File: src/rtl/shift_add_mult_ctrl.sv
// shift_add_mult_ctrl: sequential shift-and-add multiplier with valid/ready
// handshakes on the request and result sides. One WIDTH-bit adder is reused
// over WIDTH cycles, which trades latency for a much smaller datapath.
module shift_add_mult_ctrl #(
  parameter int WIDTH = 4
) (
  input  logic                 clk,
  input  logic                 rst_n,
  input  logic                 start_valid,
  output logic                 start_ready,
  input  logic [WIDTH-1:0]     a_in,
  input  logic [WIDTH-1:0]     b_in,
  output logic [2*WIDTH-1:0]   prod_out,
  output logic                 done_valid,
  input  logic                 done_ready,
  output logic                 busy
);

  localparam int CW = (WIDTH > 1) ? $clog2(WIDTH) : 1;
  localparam logic [CW-1:0] LAST_STEP = CW'(WIDTH - 1);

  typedef enum logic [1:0] {
    IDLE = 2'd0,
    RUN  = 2'd1,
    DONE = 2'd2
  } state_t;

  state_t           state;
  logic [WIDTH-1:0] m_reg;
  logic [WIDTH-1:0] q_reg;
  // The accumulator's extra top bit is always zero after the right shift,
  // so only its low WIDTH bits are stored; the carry lives in sum[WIDTH].
  logic [WIDTH-1:0] acc;
  logic [CW-1:0]    count;
  logic [WIDTH:0]   sum;

  // Handshake flags come straight from the registered state.
  assign start_ready = (state == IDLE);
  assign busy        = (state != IDLE);

  // Single shared adder: add the multiplicand when the current multiplier bit is set.
  always_comb begin
    sum = {1'b0, acc};
    if (q_reg[0]) begin
      sum = {1'b0, acc} + {1'b0, m_reg};
    end
  end

  // Controller and datapath: accept operands, run WIDTH shift-add steps, hold result.
  always_ff @(posedge clk or negedge rst_n) begin
    if (!rst_n) begin
      state      <= IDLE;
      m_reg      <= '0;
      q_reg      <= '0;
      acc        <= '0;
      count      <= '0;
      prod_out   <= '0;
      done_valid <= 1'b0;
    end else begin
      case (state)
        IDLE: begin
          if (start_valid) begin
            m_reg <= a_in;
            q_reg <= b_in;
            acc   <= '0;
            count <= '0;
            state <= RUN;
          end
        end
        RUN: begin
          acc   <= sum[WIDTH:1];
          q_reg <= {sum[0], q_reg[WIDTH-1:1]};
          count <= count + CW'(1);
          if (count == LAST_STEP) begin
            prod_out   <= {sum, q_reg[WIDTH-1:1]};
            done_valid <= 1'b1;
            state      <= DONE;
          end
        end
        DONE: begin
          if (done_ready) begin
            done_valid <= 1'b0;
            state      <= IDLE;
          end
        end
        default: begin
          state <= IDLE;
        end
      endcase
    end
  end

endmodule

File: config.mk
export PLATFORM = sky130hd
export DESIGN_NAME = shift_add_mult_ctrl
export DESIGN_NICKNAME = d
export VERILOG_FILES = /design/src/rtl/shift_add_mult_ctrl.sv
export SDC_FILE = /design/constraint.sdc
export NUM_CORES = 1
export LEC_CHECK = 0
export BUFFER_PORTS_ARGS = -buffer_cell sky130_fd_sc_hd__buf_2
export CAP_MARGIN = 5
export CORE_MARGIN = 2
export CORE_UTILIZATION = 45
export CTS_BUF_LIST = sky130_fd_sc_hd__clkbuf_4 sky130_fd_sc_hd__clkbuf_8
export DETAILED_ROUTE_END_ITERATION = 16
export MAX_ROUTING_LAYER = met4
export PLACE_DENSITY = 0.71
export SLEW_MARGIN = 25
export SYNTH_ARGS = -nofsm -noshare
export SYNTH_HDL_FRONTEND = slang
export SYNTH_SLANG_ARGS = --single-unit
File: constraint.sdc
create_clock -name clk -period 3.4 [get_ports clk]
set_clock_uncertainty 0.15 [all_clocks]
set_input_delay 0.51 -clock clk [delete_from_list [all_inputs] [get_ports clk]]
set_output_delay 0.51 -clock clk [all_outputs]
set_load 0.005 [all_outputs]
; After elaboration in Yosys (flattened, before gate mapping)
; Cells that the tools add are included.
[word_totals]
out_inout_bits = 11
word_cells = 38
regBits = 25
[classes]
n_addsub = 2
muxes = 14
n_reduce_logical = 9
n_eq_ne = 6
[ops]
columns = op, count
row1 = $pmux 4 s2, 2
row2 = $mux 2, 4
row3 = $mux 4, 2
row4 = $ne 2x2->1 const B, 3
row5 = $pmux 2 s3, 1
row6 = $reduce_and 2->1, 3
row7 = $reduce_and 3->1, 2
row8 = $reduce_bool 2->1, 3
row9 = $add 4x4->5, 1
row10 = $mux 5, 1
row11 = $eq 2x2->1 const B, 2
row12 = $pmux 2 s2, 1
row13 = $add 2x1->2 const B, 1
row14 = $eq 2x1->1 const B, 1
row15 = $logic_not 2->1, 1
row16 = $mux 1, 2
row17 = $pmux 1 s2, 1

; Depth between registers and ports, before layout
; Gate-level depths: netlist of run 1.
[depth]
word_depth = 3
ltp_mapped = 6
depth_no_buf = 6

; Worst setup path before layout of run 1
; Ideal clock, no wire load.
[synth_timing]
kind = flip-flop to flip-flop
startpoint = register m_reg[2]
endpoint = register acc[2]
synth_period_minus_slack_ns = 1.739
arrival_time_ns = 1.455
stages_incl_launch_ff = 6
slack_ns = 1.661
setup_ns = 0.134
cell_sequence = dfrtp_1 > ha_1 > and3_4 > or3_1 > a31oi_1 > o21ai_0
[synth_via]
elab_chain_len = 3
[synth_lines]
columns = item, line
row1 = start: declaration, 29  ; logic [WIDTH-1:0] m_reg;
row2 = start signal: assignment, 63  ; m_reg <= a_in;
row3 = $add 4x4->5, 45  ; sum = {1'b0, acc} + {1'b0, m_reg};
row4 = $mux 5, 44  ; if (q_reg[0]) begin
row5 = $pmux 4 s2, 60  ; case (state)
row6 = end signal: assignment, 71  ; acc <= sum[WIDTH:1];
row7 = end: declaration, 33  ; logic [WIDTH-1:0] acc;
; No other way between the ends.
; A chain may end at the register's enable or synchronous reset.

; Worst setup path after layout of run 1
[layout_timing]
startpoint = register acc[2]
endpoint = register acc[2]
[layout_via]
elab_chain_len = 3
[layout_lines]
columns = item, line
row1 = $add 4x4->5, 45
row2 = $mux 5, 44
row3 = $pmux 4 s2, 60
; No other way between the ends.

==> impl_metrics.toml, run 1 <==
[detailed_routing]
wl_um = 2200
drt-met1-wl_um = 981
drt_iter0_drc = 10
drc_errors = 0
via_count = 863
wl_met2_um = 1120
wl_met3_um = 72
vias_per_cell = 5.14
first_pass_iters = 4
post_drt_wl_per_cell_um = 13.1
top_layer = "met4"
route.antenna.remaining_nets = 0

[synth]
syn_avg_cell_area_um2 = 9.79
synth_area_mm2 = 0.00115
yosys_warnings = 0
synthAdderAreaFrac_pct = 7.15
synthCells = 118
yosys.cell_types.count = 23
post_synth_and_or_nand_nor_area_fraction_pct = 18.4
synth_compound_area_share_pct = 11.6
syn_nets = 136
synth_top_family_by_area = "simple AND/OR/NAND/NOR gates"
yosys-mux-area-fraction_pct = 4.66
synth_seq_cells = 25
synth_xor_area_share_pct = 0.758
yosysSeqAreaShare_pct = 54.2

[worst_setup_path]
cp_top_family = "simple AND/OR/NAND/NOR gates"
crit_chain = "ha_1 -> and3_4 -> or3_1 -> a31oi_1 -> o21ai_0"
critPathSlowestCell = "dfrtp_1"
cp.required_ns = 3.44
regToRegStartpoint = "acc[2]"
r2r_cells = 5
rrSetupSlack_ns = 1.49
crit_path_start_kind = "register"
critPathCaptureType = "register"
slowest_delay_ns = 0.42
cp_max_fo = 4
cp_num_buf_inv = 0
path_class = "reg2reg"
crit_start = "acc[2]"
r2r_end = "acc[2]"
crit_arrival_ns = 1.95

[clock_network]
cts.sinks = 25
cts_resized = 0
cts_hold_buffers = 0
cts_setup_buffers = 0
cts-root-buf = "clkbuf_4"
h-tree-depth = 1
clk_latency_ns = 0.31
cts_buffers = 3
clk_pin_slew_ns = 0.13
clockBufferDepth = 2
cts_tree = "yes"

[timing]
min_period_ns = 1.91
final-max-slew-violation-count = 0
rsz0062_at_grt = "no"
hold_viol = 0
worst_slew_pin_slew_ns = 0.574
fin_setup_tns_ns = 0
timing.final.crit_share_pct = 56.2
setup_ws_ns = 1.49
fmax_mhz = 524
setup_viol = 0
slew_headroom_pct = 61.6

[place]
pre_cts_ws_ns = 1.54
hpwlAfterDp_um = 1590
place.gp.congestion = 0.919
io_buffer_count = 22

[cells_and_area]
seqCellArea_um2 = 626
drive_gt1_share_pct = 22.5
syn2layout_area_growth_pct = 12.8
diodes = 0
largest_reg_flops = 8
multi_input_area_um2 = 492
nFillCells = 230
regMostFlops = "prod_out"
nets = 157

[global_route]
grt_pass1_wl_um = 3650
grt_usage_pct = 18.1
grt-ovfl-total = 0
antenna_found_initial = 0
grt_max_degree = 26
grt_pass1_vias = 833

[floorplan]
die-area_mm2 = 0.00299
initial_utilization_pct = 47.0
ioPinCount = 23
die_h_um = 54.7
row_count = 18
die_x_um = 54.7
core_mm2 = 0.00245

[min_path]
min_path_type = "in2async"

[pwr]
irDropWorstVdd_uv = 487
power.leakage_nw = 0.660
p_per_area_mw_per_mm2 = 941

[status]
outcome = "finished clean"

[job]
cap_violations = 0
-- area by class of cell --
cell class              count  share of cell area, %
well taps                  30                   2.88
multi-input cells          85                   37.8
clock buffers               4                   2.31
inverters                   2                  0.576
repair buffers             22                   8.45
flip-flops and latches     25                   48.0
-- cells by family after synthesis --
| family | count (synthesis) |
|---|---|
| AND/OR/NAND/NOR | 49 |
| flip-flops | 25 |
| AO/OA/AOI/OAI | 24 |
| buffers and inverters | 8 |
| adder cells (fa/ha/maj) | 6 |
| multiplexers | 5 |
| XOR/XNOR | 1 |
-- synth_stat cells (all sizes together) --
cell type  number  area [µm²]
a21o            1        8.76
a21oi           3        15.0
a31oi           4        25.0
and2            1        6.26
and3            1        11.3
buf             4        22.5
clkbuf          2        7.51
dfrtp          25         626
fa              1        20.0
ha              5        62.6
inv             2        7.51
mux2            3        33.8
mux2i           2        20.0
nand2          31         116
nand3           7        35.0
nor2            5        18.8
nor2b           3        18.8
o211ai          1        7.51
o21ai          14        70.1
o31ai           1        7.51
or3             1        6.26
xnor2           1        8.76
-- stage by stage --
stage | hold slack [ns] | instance area (µm²) | instances | utilization (%) | total power [mW]
floorplan | 0.0644 | 1150 | 118 | - | 0.930
global placement | 0.307 | 1270 | 164 | 51.8 | 1.07
detailed placement | 0.316 | 1270 | 164 | 51.8 | 1.09
CTS | 0.0227 | 1300 | 168 | 53.1 | 1.24
global route | 0.0429 | 1300 | 168 | 53.1 | 1.35
finish | 0.00695 | 1300 | 168 | 53.1 | 1.23
-- per-layer routing --
metal / up-vias / global-route usage, %
li1: 441 / -
met2: 17 / 29.4
met3: 4 / 2.46
met1: 401 / 22.0
met4: 0 / 8.75
met5: - / -
-- placed cells by master, fill, tap and decap left out, drive strengths merged --
master	n
nor2b	3
a21o	1
ha	5
o21ai	14
mux2	3
a21oi	3
and2	1
buf	22
or3	1
xnor2	1
a31oi	4
nand3	7
and3	1
mux2i	2
inv	2
clkbuf	4
o31ai	1
dfrtp	25
fa	1
nor2	5
nand2	31
o211ai	1
-- worst register-to-register path: stages (launching register included) --
cell     delay (ns)
dfrtp_1        0.42
ha_1           0.34
and3_4         0.20
or3_1          0.35
a31oi_1        0.21
o21ai_0        0.11
-- how the worst max path moves through the flow --
stage	end	slack, ns	depth (start not counted)
global route	acc[2]	1.40	5
detailed placement	acc[2]	1.54	5
global placement	acc[2]	1.57	5
finish	acc[2]	1.49	5
floorplan	acc[2]	1.66	5
CTS	acc[2]	1.49	5
-- where the power goes --
part	switching, mW	internal, mW
clock	0.0875	0.0539
combinational	0.303	0.240
sequential	0.103	0.437
total	0.494	0.731
(Power assumes the default switching activity.)
==> run 2, diff against run 1 <==
- ABC_AREA: not set -> 1
- clock period: 3.4 -> 1.78 ns (I/O delays scaled with it)
==> impl_metrics.toml, run 2 <==
[synth]
synth_flop_cell = "dfrtp_1"
synth-async-reset-ratio_pct = 100
synth_area_mm2 = 0.00123
synth_top_area_share_pct = 51.0
yosysSeqAreaShare_pct = 51.0
synth_seq_cells = 25
syn_avg_cell_area_um2 = 9.51
synth_common_cells = "nand2_1 (34), dfrtp_1 (25), inv_1 (13), o21ai_0 (12), nand3_1 (8)"
yosys.area.top_type = "dfrtp_1"
synth_edf_count = 0
yosys.cell_types.count = 26
netlist_top_cells_area = "dfrtp_1 (51%), nand2_1 (10%), ha_1 (5.1%), o21ai_0 (4.9%), inv_1 (4.0%)"
synthCells = 129
yosys_warnings = 0
syn_nets = 147
synth.most_common_cell = "nand2_1"

[worst_setup_path]
crit_arrival_ns = 1.79
r2r_cells = 6
crit_path_start_kind = "register"
crit_chain = "ha_2 -> fa_2 -> nand2_1 -> o21ai_1 -> nand2_1 -> o21ai_0"
rrSetupSlack_ns = 0.1
cp.required_ns = 1.89
slowest_delay_ns = 0.56
path_class = "reg2reg"
r2r_end = "acc[0]"
critPathCaptureType = "register"
cp_num_buf_inv = 0
cp_max_fo = 3
regToRegStartpoint = "m_reg[0]"
crit_start = "m_reg[0]"
path_common_cell = "nand2_1"
cp_top_family = "adder cells"
critPathSlowestCell = "fa_2"

[detailed_routing]
drc_errors = 0
via_count = 952
route.antenna.remaining_nets = 0
drt_iter0_drc = 21
vias_per_cell = 5.12
first_pass_iters = 4
wl_um = 2360
post_drt_wl_per_cell_um = 12.7

[min_path]
min_path_type = "in2reg"
hp-start = "a_in[2]"
whs_path_depth = 2
whs_endpoint = "m_reg[2]"

[place]
dp_cells = 179
hpwlAfterDp_um = 1780
place.gp.congestion = 0.862
io_buffer_count = 22

[status]
outcome = "finished clean"

[clock_network]
clockBufferDepth = 2
cts_tree = "yes"
cts_buffers = 3
cts-root-buf = "clkbuf_4"
h-tree-depth = 1
clk_latency_ns = 0.33
cts.sinks = 25
clk_pin_slew_ns = 0.14

[timing]
min_period_ns = 1.68
worst_slew_pin_slew_ns = 0.545
hold_slack_ns = 0.0160
hold_viol = 0
fmax_mhz = 594
timing.final.crit_share_pct = 94.6
final-max-slew-violation-count = 0
fin_setup_tns_ns = 0
rsz0062_at_grt = "no"
slew_headroom_pct = 63.7
setup_viol = 0

[pwr]
irDropWorstVdd_uv = 1000
p_per_area_mw_per_mm2 = 1850
power.leakage_nw = 0.729

[floorplan]
ioPinCount = 23
die_h_um = 56.2
row_count = 18
die-area_mm2 = 0.00316
initial_utilization_pct = 48.7
die_x_um = 56.2
core_mm2 = 0.00252

[cells_and_area]
multi_input_area_um2 = 537
diodes = 0
syn2layout_area_growth_pct = 16.2
final_cell_mix = "nand2_1 (34), dfrtp_1 (25), buf_2 (22)"
seqCellArea_um2 = 626
final_common_cell = "nand2_1"
nFillCells = 239
drive_gt1_share_pct = 29.5
regMostFlops = "prod_out"
stdcell_count = 186
largest_reg_flops = 8
nets = 175

[global_route]
antenna_found_initial = 0
grt_usage_pct = 16.4
grt_max_degree = 26
grt_pass1_wl_um = 3980
grt-ovfl-total = 0
grt_pass1_vias = 898

[job]
cap_violations = 0
[run 2: logic make-up (layout without fill, tap and decap cells)]
logic type | Yosys count | after routing | synth area share [%]
AOI/OAI and AO/OA | 25 | 25 | 12.1
adders and majority gates | 6 | 6 | 6.73
buffers and inverters | 17 | 44 | 6.01
muxes | 4 | 4 | 3.67
and+or+nand+nor | 52 | 52 | 20.5
DFF | 25 | 25 | 51.0
[run 2: metrics by stage]
stage | area [µm²] | power, mW | util [%] | worst slack (ns)
floorplan | 1230 | 1.98 | - | 0.198
global placement | 1360 | 2.27 | 53.9 | 0.111
detailed placement | 1360 | 2.34 | 53.9 | 0.0534
CTS | 1410 | 2.61 | 55.9 | 0.0343
global route | 1430 | 2.89 | 56.5 | 0.00117
finish | 1430 | 2.63 | 56.5 | 0.0954
[run 2: cell type report]
cell class,count,area share [%]
Sequential cell,25,43.9
Clock inverter,1,0.526
Inverter,15,4.12
Multi-Input combinational cell,87,37.6
Clock buffer,3,1.58
Tap cell,30,2.63
Timing Repair Buffer,25,9.65
[run 2: routing by layer]
layer	up-vias	wire, µm	global-route usage [%]
li1	472	-	-
met1	440	1100	21.9
met2	30	1090	24.4
met3	10	93	3.49
met4	0	76	6.80
met5	-	0	-
[run 2: worst max-delay path by stage]
stage,endpoint,slack [ns],cells past startpoint
detailed placement,acc[1],0.05,6
global route,acc[0],0.001,6
CTS,acc[1],0.03,7
global placement,acc[1],0.11,6
finish,acc[0],0.1,6
floorplan,acc[3],0.20,6
[run 2: what timing repair did]
| action | CTS | global route |
|---|---|---|
| resized for setup | 0 | 6 |
| endpoints found under the hold margin | 26 | 0 |
| hold buffers | 2 | 0 |
| setup endpoints to repair | 0 | 4 |
| setup buffers | 0 | 1 |
[run 2: power by group]
group          switching (mW)  internal, mW
Combinational           0.788         0.558
Clock                   0.183        0.0861
Sequential              0.194         0.825
==> run 3, diff against run 2 <==
- CELL_PAD_IN_SITES_DETAIL_PLACEMENT: not set -> 0
- CELL_PAD_IN_SITES_GLOBAL_PLACEMENT: not set -> 2
- CORE_UTILIZATION: 45 -> 35
- PLACE_DENSITY: 0.71 -> 0.85
==> impl_metrics.toml, run 3 (synthesis results as in run 2) <==
[global_route]
grt_usage_pct = 13.4
grt_pass1_vias = 934
grt-ovfl-total = 0
antenna_found_initial = 0
grt_max_degree = 26
grt_pass1_wl_um = 4140

[worst_setup_path]
cp_max_fo = 3
critPathCaptureType = "register"
crit_path_start_kind = "register"
r2r_cells = 6
crit_arrival_ns = 1.78
path_class = "reg2reg"
regToRegStartpoint = "m_reg[0]"
rrSetupSlack_ns = 0.11
r2r_end = "acc[0]"
cp.required_ns = 1.89

[cells_and_area]
final_common_cell = "nand2_1"
nets = 175
seqCellArea_um2 = 626
multi_input_area_um2 = 533
syn2layout_area_growth_pct = 17.7
final_cell_mix = "nand2_1 (34), dfrtp_1 (25), buf_2 (22)"
finish.utilization_pct = 43.0
stdcell_count = 202
regMostFlops = "prod_out"
fin_area_mm2 = 0.00145
drive_gt1_share_pct = 28.2
nFillCells = 356
diodes = 0
largest_reg_flops = 8

[timing]
rsz0062_at_grt = "no"
fmax_mhz = 598
setup_viol = 0
min_period_ns = 1.67
slew_headroom_pct = 62.2
setup_ws_ns = 0.108
worst_slew_pin_slew_ns = 0.568
timing.final.crit_share_pct = 94.0
hold_viol = 0
fin_setup_tns_ns = 0
hold_slack_ns = 0.0158
final-max-slew-violation-count = 0

[detailed_routing]
wl_um = 2380
drt_iter0_drc = 27
via_count = 936
post_drt_wl_per_cell_um = 11.8
route.antenna.remaining_nets = 0
drc_errors = 0
first_pass_iters = 4
vias_per_cell = 4.63

[place]
hpwlAfterDp_um = 1770
place.gp.congestion = 0.761
pre_cts_ws_ns = 0.0348
io_buffer_count = 22
placed_cell_area_mm2 = 0.00138
dp_cells = 195

[clock_network]
clk_latency_ns = 0.33
cts.sinks = 25
clockBufferDepth = 2
cts_buffers = 3
cts_tree = "yes"
cts-root-buf = "clkbuf_4"
clk_pin_slew_ns = 0.15
h-tree-depth = 1

[pwr]
power.leakage_nw = 0.728
p_per_area_mw_per_mm2 = 1790
clockPowerShare_pct = 10.4
fin_total_pwr_mw = 2.59
switching_share_pct = 44.0
irDropWorstVdd_uv = 600
p_int_mw = 1.45
power_frac_seq_pct = 39.2
p_sw_mw = 1.14
pwr-share-comb_pct = 50.4

[min_path]
hp-start = "a_in[2]"
whs_endpoint = "m_reg[2]"
whs_path_depth = 2
min_path_type = "in2reg"

[floorplan]
core_mm2 = 0.00336
die-area_mm2 = 0.00400
die_x_um = 63.2
ioPinCount = 23
die_h_um = 63.2
initial_utilization_pct = 36.5
row_count = 21

[job]
cap_violations = 0

[status]
outcome = "finished clean"
[run 3: how the worst max path moves through the flow]
stage / startpoint / endpoint
2_1_floorplan: m_reg[0] / acc[3]
3_3_place_gp: m_reg[0] / acc[1]
3_5_place_dp: m_reg[0] / acc[1]
4_1_cts: m_reg[0] / acc[1]
5_1_grt: m_reg[0] / acc[1]
6_report: m_reg[0] / acc[0]
[run 3: metal layers]
metal / vias to the layer above / global-route usage (%) / routed length (µm)
li1: 480 / - / -
met1: 433 / 17.4 / 1170
met2: 18 / 21.3 / 1080
met3: 5 / 2.86 / 96
met4: 0 / 4.08 / 35
met5: - / - / 0
[run 3: critical path, stage by stage, from the launching register on]
cell and delay, ns:
dfrtp_1 0.41, ha_2 0.21, fa_2 0.52, nand2_1 0.05
o21ai_1 0.12, nand2_1 0.07, o21ai_0 0.07
[run 3: power by group through the flow]
| stage | clock, mW | sequential [mW] | combinational, mW |
|---|---|---|---|
| floorplan | 0 | 0.983 | 0.992 |
| global placement | 0 | 1.02 | 1.29 |
| detailed placement | 0 | 1.03 | 1.31 |
| CTS | 0.278 | 1.02 | 1.32 |
| global route | 0.314 | 1.06 | 1.50 |
| finish | 0.269 | 1.02 | 1.31 |
[run 3: timing repair]
action | CTS | global route
buffers inserted | 0 | 0
pin swaps | 0 | 1
gates resized for setup | 1 | 3
hold buffers | 2 | 1
hold endpoints to repair | 26 | 1
setup endpoints to repair | 1 | 6
[run 3: area by class of cell]
class	count	share of cell area (%)
clock buffer	3	1.56
timing repair buffer	25	9.70
tap	46	3.98
inverter	15	4.07
multi-input combinational	87	36.9
clock inverter	1	0.519
sequential	25	43.3
